[src/rtl/keyboard_seq_gen.sv]
// keyboard_seq_gen
//   Plays a small script of key presses. Each script entry is
//   {key mask, hold cycles, gap cycles}: the mask is driven on the keys for
//   "hold" cycles, then all keys are released for "gap" cycles. Entries
//   0..seq_len-1 play in order; the script can loop back to entry 0.
//
// Ports
//   clk        rising-edge clock
//   rst        asynchronous, active-low reset
//   wr_en      script write strobe (accepted in any state)
//   wr_addr    script entry index to write
//   wr_keys    key mask for the written entry
//   wr_hold    key-asserted duration in cycles
//   wr_gap     all-released duration in cycles after the hold
//   seq_len    number of entries to play, sampled at start (saturates at DEPTH)
//   loop_en    restart from entry 0 after the last entry (sampled at each wrap)
//   start      begin-playback pulse (ignored unless idle)
//   abort      stop playback, back to idle on the next edge, no done pulse
//   keys       registered key levels (1 = pressed)
//   busy       high while an entry is playing (HOLD or GAP)
//   done       one-cycle pulse on non-looping completion
//   entry_idx  entry currently playing; holds its last value when idle
//   dbg_state  current FSM state (0 IDLE, 1 HOLD, 2 GAP, 3 DONE)
//
// Handshake: there is no backpressure. start/abort/wr_en are sampled on
// every rising edge; start only takes effect in IDLE with seq_len != 0, and
// abort wins over start when both are high in the same cycle.
module keyboard_seq_gen #(
    parameter int N_KEYS = 3,
    parameter int DEPTH  = 8,
    parameter int CTR_W  = 32
) (
    input  logic                       clk,
    input  logic                       rst,
    input  logic                       wr_en,
    input  logic [$clog2(DEPTH)-1:0]   wr_addr,
    input  logic [N_KEYS-1:0]          wr_keys,
    input  logic [CTR_W-1:0]           wr_hold,
    input  logic [CTR_W-1:0]           wr_gap,
    input  logic [$clog2(DEPTH):0]     seq_len,
    input  logic                       loop_en,
    input  logic                       start,
    input  logic                       abort,
    output logic [N_KEYS-1:0]          keys,
    output logic                       busy,
    output logic                       done,
    output logic [$clog2(DEPTH)-1:0]   entry_idx,
    output logic [1:0]                 dbg_state
);

    localparam int AW = $clog2(DEPTH);
    localparam logic [AW:0] DEPTH_V = DEPTH[AW:0];

    typedef enum logic [1:0] {
        IDLE = 2'd0,
        HOLD = 2'd1,
        GAP  = 2'd2,
        DONE = 2'd3
    } state_t;

    // Script storage. Deliberately not reset: contents are undefined after reset.
    logic [N_KEYS-1:0] mem_keys [DEPTH];
    logic [CTR_W-1:0]  mem_hold [DEPTH];
    logic [CTR_W-1:0]  mem_gap  [DEPTH];

    always_ff @(posedge clk) begin
        if (wr_en) begin
            mem_keys[wr_addr] <= wr_keys;
            mem_hold[wr_addr] <= wr_hold;
            mem_gap[wr_addr]  <= wr_gap;
        end
    end

    // Playback state. The playing entry's mask and gap are copied out of the
    // script at load time so a concurrent write cannot alter it mid-entry.
    state_t            state_q, state_n;
    logic [AW-1:0]     idx_q, idx_n;
    logic [AW:0]       len_q, len_n;
    logic [CTR_W-1:0]  cnt_q, cnt_n;
    logic [N_KEYS-1:0] cur_keys_q, cur_keys_n;
    logic [CTR_W-1:0]  cur_gap_q, cur_gap_n;
    logic [N_KEYS-1:0] keys_q, keys_n;

    logic              do_load;
    logic [AW-1:0]     load_idx;
    logic              finish;
    logic              last;
    logic [AW:0]       len_sat;

    assign len_sat = (seq_len > DEPTH_V) ? DEPTH_V : seq_len;
    assign last    = (({1'b0, idx_q} + 1'b1) == len_q);

    always_comb begin
        state_n    = state_q;
        idx_n      = idx_q;
        len_n      = len_q;
        cnt_n      = cnt_q;
        cur_keys_n = cur_keys_q;
        cur_gap_n  = cur_gap_q;
        keys_n     = '0;
        do_load    = 1'b0;
        load_idx   = idx_q;
        finish     = 1'b0;

        case (state_q)
            IDLE: begin
                if (start && (seq_len != '0)) begin
                    len_n    = len_sat;
                    do_load  = 1'b1;
                    load_idx = '0;
                end
            end
            // cnt holds the cycles remaining including the current one.
            HOLD: begin
                if (cnt_q > 1) begin
                    cnt_n = cnt_q - 1'b1;
                end else if (cur_gap_q != '0) begin
                    state_n = GAP;
                    cnt_n   = cur_gap_q;
                end else begin
                    finish = 1'b1;
                end
            end
            // A GAP entered with cnt=0 is the single cycle consumed by an
            // entry whose hold and gap are both zero.
            GAP: begin
                if (cnt_q > 1) begin
                    cnt_n = cnt_q - 1'b1;
                end else begin
                    finish = 1'b1;
                end
            end
            DONE: begin
                state_n = IDLE;
            end
            default: begin
                state_n = IDLE;
            end
        endcase

        if (finish) begin
            if (last) begin
                if (loop_en) begin
                    do_load  = 1'b1;
                    load_idx = '0;
                end else begin
                    state_n = DONE;
                    cnt_n   = '0;
                end
            end else begin
                do_load  = 1'b1;
                load_idx = idx_q + 1'b1;
            end
        end

        // Loading an entry skips straight to GAP when its hold is zero.
        if (do_load) begin
            idx_n      = load_idx;
            cur_keys_n = mem_keys[load_idx];
            cur_gap_n  = mem_gap[load_idx];
            if (mem_hold[load_idx] != '0) begin
                state_n = HOLD;
                cnt_n   = mem_hold[load_idx];
            end else begin
                state_n = GAP;
                cnt_n   = mem_gap[load_idx];
            end
        end

        if (abort) begin
            state_n = IDLE;
            idx_n   = idx_q;
            len_n   = len_q;
            cnt_n   = '0;
        end

        if (state_n == HOLD) begin
            keys_n = cur_keys_n;
        end
    end

    always_ff @(posedge clk or negedge rst) begin
        if (!rst) begin
            state_q    <= IDLE;
            idx_q      <= '0;
            len_q      <= '0;
            cnt_q      <= '0;
            cur_keys_q <= '0;
            cur_gap_q  <= '0;
            keys_q     <= '0;
        end else begin
            state_q    <= state_n;
            idx_q      <= idx_n;
            len_q      <= len_n;
            cnt_q      <= cnt_n;
            cur_keys_q <= cur_keys_n;
            cur_gap_q  <= cur_gap_n;
            keys_q     <= keys_n;
        end
    end

    assign keys      = keys_q;
    assign busy      = (state_q == HOLD) || (state_q == GAP);
    assign done      = (state_q == DONE);
    assign entry_idx = idx_q;
    assign dbg_state = state_q;

endmodule

[config.mk]
export PLATFORM = sky130hd
export DESIGN_NAME = keyboard_seq_gen
export DESIGN_NICKNAME = d
export VERILOG_FILES = /design/src/rtl/keyboard_seq_gen.sv
export SDC_FILE = /design/constraint.sdc
export NUM_CORES = 1
export LEC_CHECK = 0
export CAP_MARGIN = 40
export CELL_PAD_IN_SITES_DETAIL_PLACEMENT = 0
export CELL_PAD_IN_SITES_GLOBAL_PLACEMENT = 1
export CORE_MARGIN = 2
export CORE_UTILIZATION = 45
export DETAILED_ROUTE_END_ITERATION = 6
export PLACE_DENSITY_LB_ADDON = 0.1
export REMOVE_ABC_BUFFERS = 1
export SLEW_MARGIN = 0
export SYNTH_ARGS = -nofsm -noshare
export SYNTH_HDL_FRONTEND = slang
export SYNTH_SLANG_ARGS = --single-unit
[constraint.sdc]
create_clock -name clk -period 5.2 [get_ports clk]
set_input_delay 0.52 -clock clk [delete_from_list [all_inputs] [get_ports clk]]
set_output_delay 0.52 -clock clk [all_outputs]
set_load 0.02 [all_outputs]
==> flow_metrics.py, run 1 <==
metrics = {
    "yosys": {
        "synthesis.area_um2": 25800,
        "synth_cells": 2053,
        "synthArstFlopShare_pct": 12.8,
        "yosys-top-cells-area": "edfxtp_1 62%, dfrtp_1 7.7%, nand2_1 6.8%",
        "synth.distinct_cells": 62,
        "synth_edf_count": 536,
        "synth_top_area_share_pct": 62.5,
        "yosysTopAreaCell": "edfxtp_1",
        "synth_area_per_cell_um2": 12.6,
        "yosysMostFrequentCell": "edfxtp_1",
        "synthTopCellsByCount": "536 x edfxtp_1, 466 x nand2_1, 175 x nand3_1",
        "yosysSeqAreaShare_pct": 70.1,
        "ys.flop_type": "edfxtp_1",
        "synth-seq-cells": 615,
        "yosysWarningCount": 0,
    },
    "floorplan": {
        "rows": 87,
        "dieArea_um2": 59200,
        "die_x_um": 243,
        "die_h_um": 243,
        "ioPinCount": 90,
        "initial_core_util_pct": 45.6,
        "core_um2": 56500,
    },
    "clock_tree": {
        "cts.sink_count": 615,
        "clkLatencyLatePin_ps": 590,
        "cts_root_buffer": "clkbuf_16",
        "path_clk_slew_ps": 60,
        "clockBufferDepth": 3,
        "h-tree-depth": 3,
        "cts_buffers": 68,
        "tritoncts": "built",
    },
    "grt": {
        "grt_first_pass_wirelength_um": 106000,
        "antenna_found_initial": 0,
        "grt_overflow": 0,
        "grtUsageTotal_pct": 23.5,
        "grt_max_degree": 129,
        "grt_pass1_vias": 17300,
    },
    "power_and_ir_drop": {
        "p_per_area_nw_per_um2": 368,
        "pwr-share-clk_pct": 41.1,
        "p_comb_share_pct": 8.6,
        "p_leak_nw": 11.3,
        "p_int_mw": 8.85,
        "p_sw_share_pct": 22.6,
        "pwr-share-seq_pct": 50.2,
        "power_switching_mw": 2.59,
        "peakVddDrop_uv": 248,
    },
    "worst_setup_path": {
        "cp-end-kind": "flip-flop",
        "start_kind": "flip-flop",
        "slowest_delay_ps": 560,
        "rrSetupSlack_ps": 140,
        "critPathArrivalTime_ps": 5550,
        "crit_type": "flip-flop to flip-flop",
        "reg2reg_depth": 17,
        "cp_slowest_cell": "or4_4",
        "crit_chain": "or4_4 > or4_4 > buf_4 > and4b_1 > and4_4 > a22o_2 > buf_6 > and2_4 > buf_4 > buf_4 > a32oi_1 > nand3_1 > nand4_1 > or4_4 > or2_1 > buf_12 > a311oi_1",
        "r2r_end": "cnt_q[9]$_DFF_PN0_",
        "crit_fanout": 33,
        "reg2reg_from": "cnt_q[22]$_DFF_PN0_",
        "critPathRequiredTime_ps": 5690,
    },
    "route": {
        "wl_met2_um": 33100,
        "wl_met3_um": 3620,
        "routed_wl_um": 69700,
        "drtAntennaViolNets": 0,
        "drt_iter0_drc": 1267,
        "routed_via_density": 5.68,
        "highest_layer": "met4",
        "wire_per_inst_um": 22.7,
        "m1WireLength_um": 31500,
        "drc": 0,
        "vias": 17400,
        "first_pass_iters": 5,
    },
    "timing": {
        "tightest_slew_ps": 885,
        "fin_setup_tns_ps": 0,
        "setup_viol": 0,
        "rsz0062_at_grt": "no",
        "period_share_pct": 97.3,
        "slew_violations": 0,
        "fmax_ghz": 0.198,
        "period_minus_slack_ps": 5060,
        "slew-limit-headroom_pct": 41.0,
        "skew_ps": 17.7,
        "final_hold_viol_count": 0,
    },
    "cells_and_area": {
        "synthToLayoutAreaGrowth_pct": 20.7,
        "multiInputGateArea_um2": 7240,
        "seq_area_um2": 18100,
        "fin_util_pct": 55.0,
        "final_layout_size_suffix_gt1_share_pct": 14.2,
        "design_area_um2": 31100,
        "nets": 2349,
        "n_fill_cell": 4643,
    },
    "placed_design": {
        "dp_hpwl_um": 40800,
        "gp_congestion": 0.871,
        "dpl-instance-area_um2": 28600,
        "io_buffers": 89,
    },
    "run": {
        "maxCapViolCount": 0,
    },
    "hold_path": {
        "hp-class": "input port to async pin",
    },
    "run_status": {
        "status": "finished, final reports clean",
    },
}
-- layout by cell type, fill, tap and decap left out, drive strengths merged, types with 8 or more instances in the layout --
master         Yosys  routed
a211oi            11      11
a21oi             83      84
a221oi            13      13
a311oi            24      24
a31oi             11      11
a32oi             28      28
and2               8       8
and3              64      64
buf               52     184
clkbuf            85      82
clkdlybuf4s50      0      88
clkinv             0      28
dfrtp             79      79
edfxtp           536     536
inv               18      20
mux2i             47      47
nand2            466     466
nand3            175     175
nand4              9       9
nor2              73      73
nor3              47      47
nor4              12      12
o211ai            10      10
o21a              34      34
o21ai             40      40
o22a              10      10
o311ai            31      31
or3                9       9
or4               12      12
-- flip-flops by register name (all words and copies together) (netlist names) --
name / cells
mem_gap: 256
mem_hold: 256
cnt_q: 32
cur_gap_q: 32
mem_keys: 24
len_q: 4
cur_keys_q: 3
entry_idx: 3
keys: 3
dbg_state: 2
-- area by class of cell --
class	instances	area share [%]
Sequential cell	615	58.1
Tap cell	756	3.04
Antenna cell	1	0.00805
Inverter	18	0.217
Clock buffer	81	5.83
Multi-Input combinational cell	1285	23.3
Clock inverter	38	1.14
Timing Repair Buffer	274	8.36
-- worst max-delay path by stage --
stage | from | endpoint | cells after the start
6_report | cnt_q[22]$_DFF_PN0_ | cnt_q[9]$_DFF_PN0_ | 17
5_1_grt | cnt_q[22]$_DFF_PN0_ | cnt_q[25]$_DFF_PN0_ | 18
4_1_cts | cnt_q[22]$_DFF_PN0_ | cnt_q[16]$_DFF_PN0_ | 15
3_5_place_dp | cnt_q[22]$_DFF_PN0_ | cnt_q[16]$_DFF_PN0_ | 15
3_3_place_gp | cnt_q[22]$_DFF_PN0_ | dbg_state[1]$_DFF_PN0_ | 16
2_1_floorplan | dbg_state[0]$_DFF_PN0_ | cnt_q[10]$_DFF_PN0_ | 13
-- routing by layer --
layer	vias up	global-route usage (%)
met4	0	6.77
met1	8707	33.5
met3	102	3.05
li1	8113	-
met5	-	0
met2	492	37.9
-- through the flow --
stage / power [mW] / hold WS, ps / cells / worst slack [ps]
after floorplan: 6.31 / 224 / 1916 / -9260
after detailed placement: 6.81 / 325 / 2926 / -107
after global placement: 6.79 / 323 / 2922 / -11.9
after CTS: 11.5 / 234 / 3050 / 8.20
final: 11.4 / 268 / 3068 / 139
after global routing: 11.8 / 271 / 3067 / 12.2
-- cells by family (layout without fill, tap and decap cells) --
family / count (synthesis) / in the layout / share of synthesized area [%]
and+or+nand+nor: 896 / 896 / 15.7
other: 0 / 1 / 0
xor gates and xnor gates: 7 / 7 / 0.238
buffers and inverters: 155 / 411 / 2.69
adders and majority gates: 7 / 7 / 0.340
muxes: 48 / 48 / 1.87
DFF: 615 / 615 / 70.1
AOI/OAI and AO/OA: 325 / 327 / 9.01
-- worst max-delay path, delay by kind of cell, from the launching register on --
family | cells | cell delay [ps]
AO/OA/AOI/OAI | 3 | 620
buffers and inverters | 5 | 860
flip-flops | 1 | 380
AND/OR/NAND/NOR | 9 | 3080
-- power by group through the flow --
| stage | sequential (mW) | combinational, mW | clock, mW |
|---|---|---|---|
| detailed placement | 5.85 | 0.965 | 0 |
| global placement | 5.84 | 0.947 | 0 |
| global route | 5.77 | 1.07 | 5.00 |
| floorplan | 5.83 | 0.477 | 0 |
| CTS | 5.75 | 0.970 | 4.80 |
| finish | 5.75 | 0.988 | 4.71 |
-- repair_timing --
action | in CTS | in global routing
gates resized for setup | 0 | 23
gates cloned | 0 | 3
setup buffers | 4 | 14
hold endpoints to repair | 28 | 0
setup endpoints to repair | 37 | 37
pin swaps | 1 | 7
hold buffers | 1 | 0
Note: power is estimated with default switching activity, not from simulation.
==> run 2, diff against run 1 <==
--- a/config.mk
+++ b/config.mk
@@ -5,7 +5,6 @@
 export SDC_FILE = /design/constraint.sdc
 export NUM_CORES = 1
 export LEC_CHECK = 0
-export CAP_MARGIN = 40
 export CELL_PAD_IN_SITES_DETAIL_PLACEMENT = 0
 export CELL_PAD_IN_SITES_GLOBAL_PLACEMENT = 1
 export CORE_MARGIN = 2
==> flow_metrics.py, run 2 (same netlist as run 1, synthesis figures left out) <==
metrics = {
    "clock_tree": {
        "cts.sink_count": 615,
        "cts_root_buffer": "clkbuf_16",
        "tritoncts": "built",
        "h-tree-depth": 3,
        "clkLatencyLatePin_ps": 610,
        "path_clk_slew_ps": 60,
        "clockBufferDepth": 3,
        "cts_buffers": 67,
    },
    "cells_and_area": {
        "stdcell_count": 3060,
        "synthToLayoutAreaGrowth_pct": 19.8,
        "reg_top3": "mem_gap (256), mem_hold (256)",
        "antennaDiodeCount": 0,
        "most-common-layout-cells": "536 x edfxtp_1, 466 x nand2_1, 175 x nand3_1, 155 x buf_4, 88 x clkdlybuf4s50_1",
        "nets": 2337,
        "final_layout_size_suffix_gt1_share_pct": 13.8,
        "layout_commonest_cell": "edfxtp_1",
        "fin_util_pct": 54.6,
    },
    "timing": {
        "slew_violations": 0,
        "rsz0062_at_grt": "no",
        "fmax_ghz": 0.198,
        "slew-limit-headroom_pct": 27.5,
        "tightest_slew_ps": 1080,
        "skew_ps": 20.0,
        "period_share_pct": 96.9,
        "setup_viol": 0,
        "period_minus_slack_ps": 5040,
        "fin_setup_tns_ps": 0,
        "final_hold_viol_count": 0,
    },
    "route": {
        "vias": 17500,
        "drt_iter0_drc": 1471,
        "routed_wl_um": 69800,
        "routed_via_density": 5.73,
        "first_pass_iters": 5,
        "drtAntennaViolNets": 0,
        "drc": 0,
        "wire_per_inst_um": 22.8,
    },
    "power_and_ir_drop": {
        "p_leak_nw": 11.2,
        "p_per_area_nw_per_um2": 367,
        "peakVddDrop_uv": 230,
    },
    "grt": {
        "grt_pass1_vias": 17300,
        "antenna_found_initial": 0,
        "grt_max_degree": 129,
        "grt_first_pass_wirelength_um": 106000,
        "grt_overflow": 0,
        "grtUsageTotal_pct": 23.6,
    },
    "worst_setup_path": {
        "crit_type": "flip-flop to flip-flop",
        "rrSetupSlack_ps": 160,
        "critPathRequiredTime_ps": 5690,
        "crit_chain": "or4_4 > or4_4 > nor4_4 > a31oi_4 > buf_4 > buf_4 > a21o_4 > buf_4 > nand2_1 > a32oi_1 > a22o_1 > or3_1 > or4_4 > or2_1 > buf_12 > a311oi_1",
        "r2r_end": "cnt_q[0]$_DFF_PN0_",
        "cp_slowest_cell": "or4_4",
        "start_kind": "flip-flop",
        "critPathArrivalTime_ps": 5530,
        "cp-end-kind": "flip-flop",
        "reg2reg_depth": 16,
        "reg2reg_from": "cnt_q[28]$_DFF_PN0_",
        "slowest_delay_ps": 580,
        "crit_fanout": 33,
    },
    "run": {
        "maxCapViolCount": 0,
    },
    "floorplan": {
        "dieArea_um2": 59200,
        "ioPinCount": 90,
        "initial_core_util_pct": 45.6,
        "rows": 87,
        "die_h_um": 243,
        "die_x_um": 243,
        "core_um2": 56500,
    },
    "placed_design": {
        "gp_congestion": 0.871,
        "placed_cells": 2922,
        "dp_hpwl_um": 40400,
        "io_buffers": 89,
    },
    "hold_path": {
        "hp-class": "input port to async pin",
    },
    "run_status": {
        "status": "finished, final reports clean",
    },
}
==> run 2: cell count changes in the layout (fill, tap and decap cells not counted), sizes merged <==
| cell | before | now |
|---|---|---|
| clkbuf | 82 | 92 |
| inv | 20 | 23 |
| bufinv | 7 | 3 |
| clkinv | 28 | 23 |
| diode | 1 | 0 |
| buf | 184 | 173 |
==> run 2: routing by layer <==
metal | vias to the layer above | global-route usage, % | part of all wire [%]
li1 | 8084 | - | -
met1 | 8854 | 33.5 | 45
met2 | 493 | 37.7 | 47
met3 | 99 | 3.56 | 5.6
met4 | 0 | 7.06 | 2.1
met5 | - | 0 | 0
==> run 2: worst max-delay path, delay by kind of cell, from the launching register on <==
kind                   cells  cell delay, ps
flip-flops                 1             390
buffers and inverters      4             800
AND/OR/NAND/NOR            7            2620
AO/OA/AOI/OAI              5            1110
==> run 2: cell type report <==
type	instances	area, um2
fillers	4708	25600
inverters	18	67.6
clock inverters	32	264
multi-input cells	1285	7260
flip-flops and latches	615	18100
well taps	756	946
repair buffers	263	2420
clock buffers	91	1840
==> run 2: worst max-delay path by stage <==
stage	start	end	slack [ps]	cells past startpoint
floorplan	dbg_state[0]$_DFF_PN0_	cnt_q[10]$_DFF_PN0_	-9260	13
global placement	cnt_q[22]$_DFF_PN0_	dbg_state[1]$_DFF_PN0_	-10	16
detailed placement	cnt_q[22]$_DFF_PN0_	cnt_q[28]$_DFF_PN0_	-100	15
CTS	cnt_q[22]$_DFF_PN0_	cnt_q[28]$_DFF_PN0_	30	13
global route	cnt_q[28]$_DFF_PN0_	cnt_q[14]$_DFF_PN0_	3	15
finish	cnt_q[28]$_DFF_PN0_	cnt_q[0]$_DFF_PN0_	160	16
==> run 2: repair_timing <==
| action | 4_1_cts | 5_1_grt |
|---|---|---|
| hold buffers | 1 | 0 |
| gates cloned | 0 | 3 |
| setup buffers | 4 | 7 |
| setup endpoints to repair | 36 | 37 |
| hold endpoints to repair | 4 | 0 |
| resized for setup | 0 | 25 |
| pin swaps | 1 | 7 |
==> run 2: through the flow <==
stage                     power, mW  hold WS [ps]  instance area [um2]  setup WS [ps]
final                          11.3           259                30900            159
after global routing           11.7           261                30900           3.01
after CTS                      11.4           233                30600           34.5
after detailed placement       6.81           324                28500          -97.0
after global placement         6.79           323                28500          -11.9
after floorplan                6.31           224                25100          -9260
==> run 2: power by group <==
part	internal, mW	switching (mW)
sequential	5.63	0.125
combinational	0.400	0.586
clock	2.65	1.93
==> run 3, diff against run 2 <==
--- a/config.mk
+++ b/config.mk
@@ -7,7 +7,7 @@
 export LEC_CHECK = 0
 export CELL_PAD_IN_SITES_DETAIL_PLACEMENT = 0
 export CELL_PAD_IN_SITES_GLOBAL_PLACEMENT = 1
-export CORE_MARGIN = 2
+export CORE_MARGIN = 4
 export CORE_UTILIZATION = 45
 export DETAILED_ROUTE_END_ITERATION = 6
 export PLACE_DENSITY_LB_ADDON = 0.1
==> flow_metrics.py, run 3 (same netlist as run 1, synthesis figures left out) <==
metrics = {
    "grt": {
        "grt_max_degree": 129,
        "grt_pass1_vias": 17400,
        "antenna_found_initial": 0,
        "grt_first_pass_wirelength_um": 107000,
        "grtUsageTotal_pct": 22.9,
        "grt_overflow": 0,
    },
    "timing": {
        "slew-limit-headroom_pct": 27.3,
        "skew_ps": 20.4,
        "setup_slack_ps": 165,
        "fmax_ghz": 0.199,
        "rsz0062_at_grt": "no",
        "tightest_slew_ps": 1090,
        "holdWs_ps": 255,
        "final_hold_viol_count": 0,
        "period_share_pct": 96.8,
        "period_minus_slack_ps": 5040,
        "setup_viol": 0,
        "slew_violations": 0,
        "fin_setup_tns_ps": 0,
    },
    "floorplan": {
        "dieArea_um2": 61100,
        "die_x_um": 247,
        "rows": 87,
        "core_um2": 56500,
        "ioPinCount": 90,
        "die_h_um": 247,
        "initial_core_util_pct": 45.6,
    },
    "clock_tree": {
        "tritoncts": "built",
        "path_clk_slew_ps": 60,
        "clockBufferDepth": 3,
        "cts.sink_count": 615,
        "h-tree-depth": 3,
        "cts_root_buffer": "clkbuf_16",
        "clkLatencyLatePin_ps": 600,
        "cts_buffers": 66,
    },
    "cells_and_area": {
        "n_fill_cell": 4712,
        "reg_top3": "mem_gap (256), mem_hold (256)",
        "synthToLayoutAreaGrowth_pct": 19.0,
        "final_layout_size_suffix_gt1_share_pct": 13.0,
        "most-common-layout-cells": "536 x edfxtp_1, 466 x nand2_1, 175 x nand3_1, 149 x buf_4, 88 x clkdlybuf4s50_1",
        "nets": 2324,
        "antennaDiodeCount": 0,
        "layout_commonest_cell": "edfxtp_1",
        "fin_util_pct": 54.3,
        "design_area_um2": 30600,
    },
    "route": {
        "vias": 17300,
        "routed_wl_um": 69100,
        "first_pass_iters": 5,
        "drc": 0,
        "routed_via_density": 5.67,
        "drtAntennaViolNets": 0,
        "drt_iter0_drc": 1343,
        "wire_per_inst_um": 22.7,
    },
    "placed_design": {
        "pre_cts_ws_ps": -168,
        "io_buffers": 89,
        "dpl-instance-area_um2": 28400,
        "gp_congestion": 0.902,
        "dp_hpwl_um": 41000,
    },
    "worst_setup_path": {
        "crit_type": "flip-flop to flip-flop",
        "critPathRequiredTime_ps": 5690,
        "crit_chain": "or4_4 > or4_4 > buf_4 > or2_1 > and4bb_2 > a21oi_4 > buf_4 > buf_4 > buf_12 > nand2_1 > a32o_1 > a221oi_1 > or4_4 > or4_1 > or2_1 > buf_12 > a311oi_2",
        "reg2reg_from": "cnt_q[22]$_DFF_PN0_",
        "reg2reg_depth": 17,
        "start_kind": "flip-flop",
        "slowest_delay_ps": 550,
        "r2r_end": "cnt_q[27]$_DFF_PN0_",
        "cp-end-kind": "flip-flop",
        "cp_slowest_cell": "or4_4",
        "rrSetupSlack_ps": 160,
        "crit_fanout": 33,
        "critPathArrivalTime_ps": 5530,
    },
    "power_and_ir_drop": {
        "p_leak_nw": 11.1,
        "peakVddDrop_uv": 216,
        "p_per_area_nw_per_um2": 367,
    },
    "run_status": {
        "status": "finished, final reports clean",
    },
    "run": {
        "maxCapViolCount": 0,
    },
    "hold_path": {
        "hp-class": "input port to async pin",
    },
}
run 3: cell types whose count changed in the layout (fill, tap and decap cells not counted), sizes merged:
cell | before | now
a21o | 7 | 6
a21oi | 84 | 83
buf | 173 | 164
bufinv | 3 | 4
clkbuf | 92 | 87
clkinvlp | 1 | 2
inv | 23 | 20
run 3: worst max-delay path, delay by kind of cell, from the launching register on:
kind	cells	cell delay [ps]
buffers and inverters	5	860
AND/OR/NAND/NOR	8	3070
AO/OA/AOI/OAI	4	600
flip-flops	1	390
run 3: cell type report:
type,count,area (um2),area share (%)
Tap cell,756,946,3.09
Clock buffer,87,1810,5.92
Inverter,18,67.6,0.220
Sequential cell,615,18100,59.0
Timing Repair Buffer,253,2310,7.54
Multi-Input combinational cell,1283,7180,23.4
Clock inverter,31,258,0.841
run 3: how the worst max path moves through the flow:
stage                                       from                      to  slack [ps]  cells past startpoint
final                        cnt_q[22]$_DFF_PN0_     cnt_q[27]$_DFF_PN0_         160                     17
after global routing         cnt_q[22]$_DFF_PN0_  dbg_state[1]$_DFF_PN0_           9                     18
after CTS                    cnt_q[28]$_DFF_PN0_      cnt_q[9]$_DFF_PN0_          20                     17
after detailed placement     cnt_q[28]$_DFF_PN0_      cnt_q[9]$_DFF_PN0_        -170                     15
after global placement       cnt_q[28]$_DFF_PN0_     cnt_q[12]$_DFF_PN0_         -60                     15
after floorplan           dbg_state[0]$_DFF_PN0_     cnt_q[10]$_DFF_PN0_       -9260                     13
run 3: layer usage:
metal  global-route usage (%)  share of wire, %
met2                     37.2                48
met4                     6.59               2.2
met3                     3.26               5.1
met1                     32.3                45
met5                        0                 0
run 3: per-stage QoR:
step                power, mW  instances
floorplan                6.31       1916
global placement         6.80       2919
detailed placement       6.81       2919
CTS                      11.4       3040
global route             11.7       3043
finish                   11.3       3043
run 3: what timing repair did:
action                                  4_1_cts  5_1_grt
buffers inserted                              2        3
gates cloned                                  0        0
pin swaps                                     1        2
endpoints found under the setup margin       37       37
gates resized for setup                       0       13
hold buffers                                  1        0
endpoints found under the hold margin         2        0
run 3: where the power goes:
part | leakage [nW] | internal (mW) | total (mW) | switching [mW]
clock network | 1.01 | 2.65 | 4.53 | 1.87
logic | 4.22 | 0.397 | 0.980 | 0.583
registers | 5.84 | 5.62 | 5.75 | 0.123
total | 11.1 | 8.68 | 11.3 | 2.58
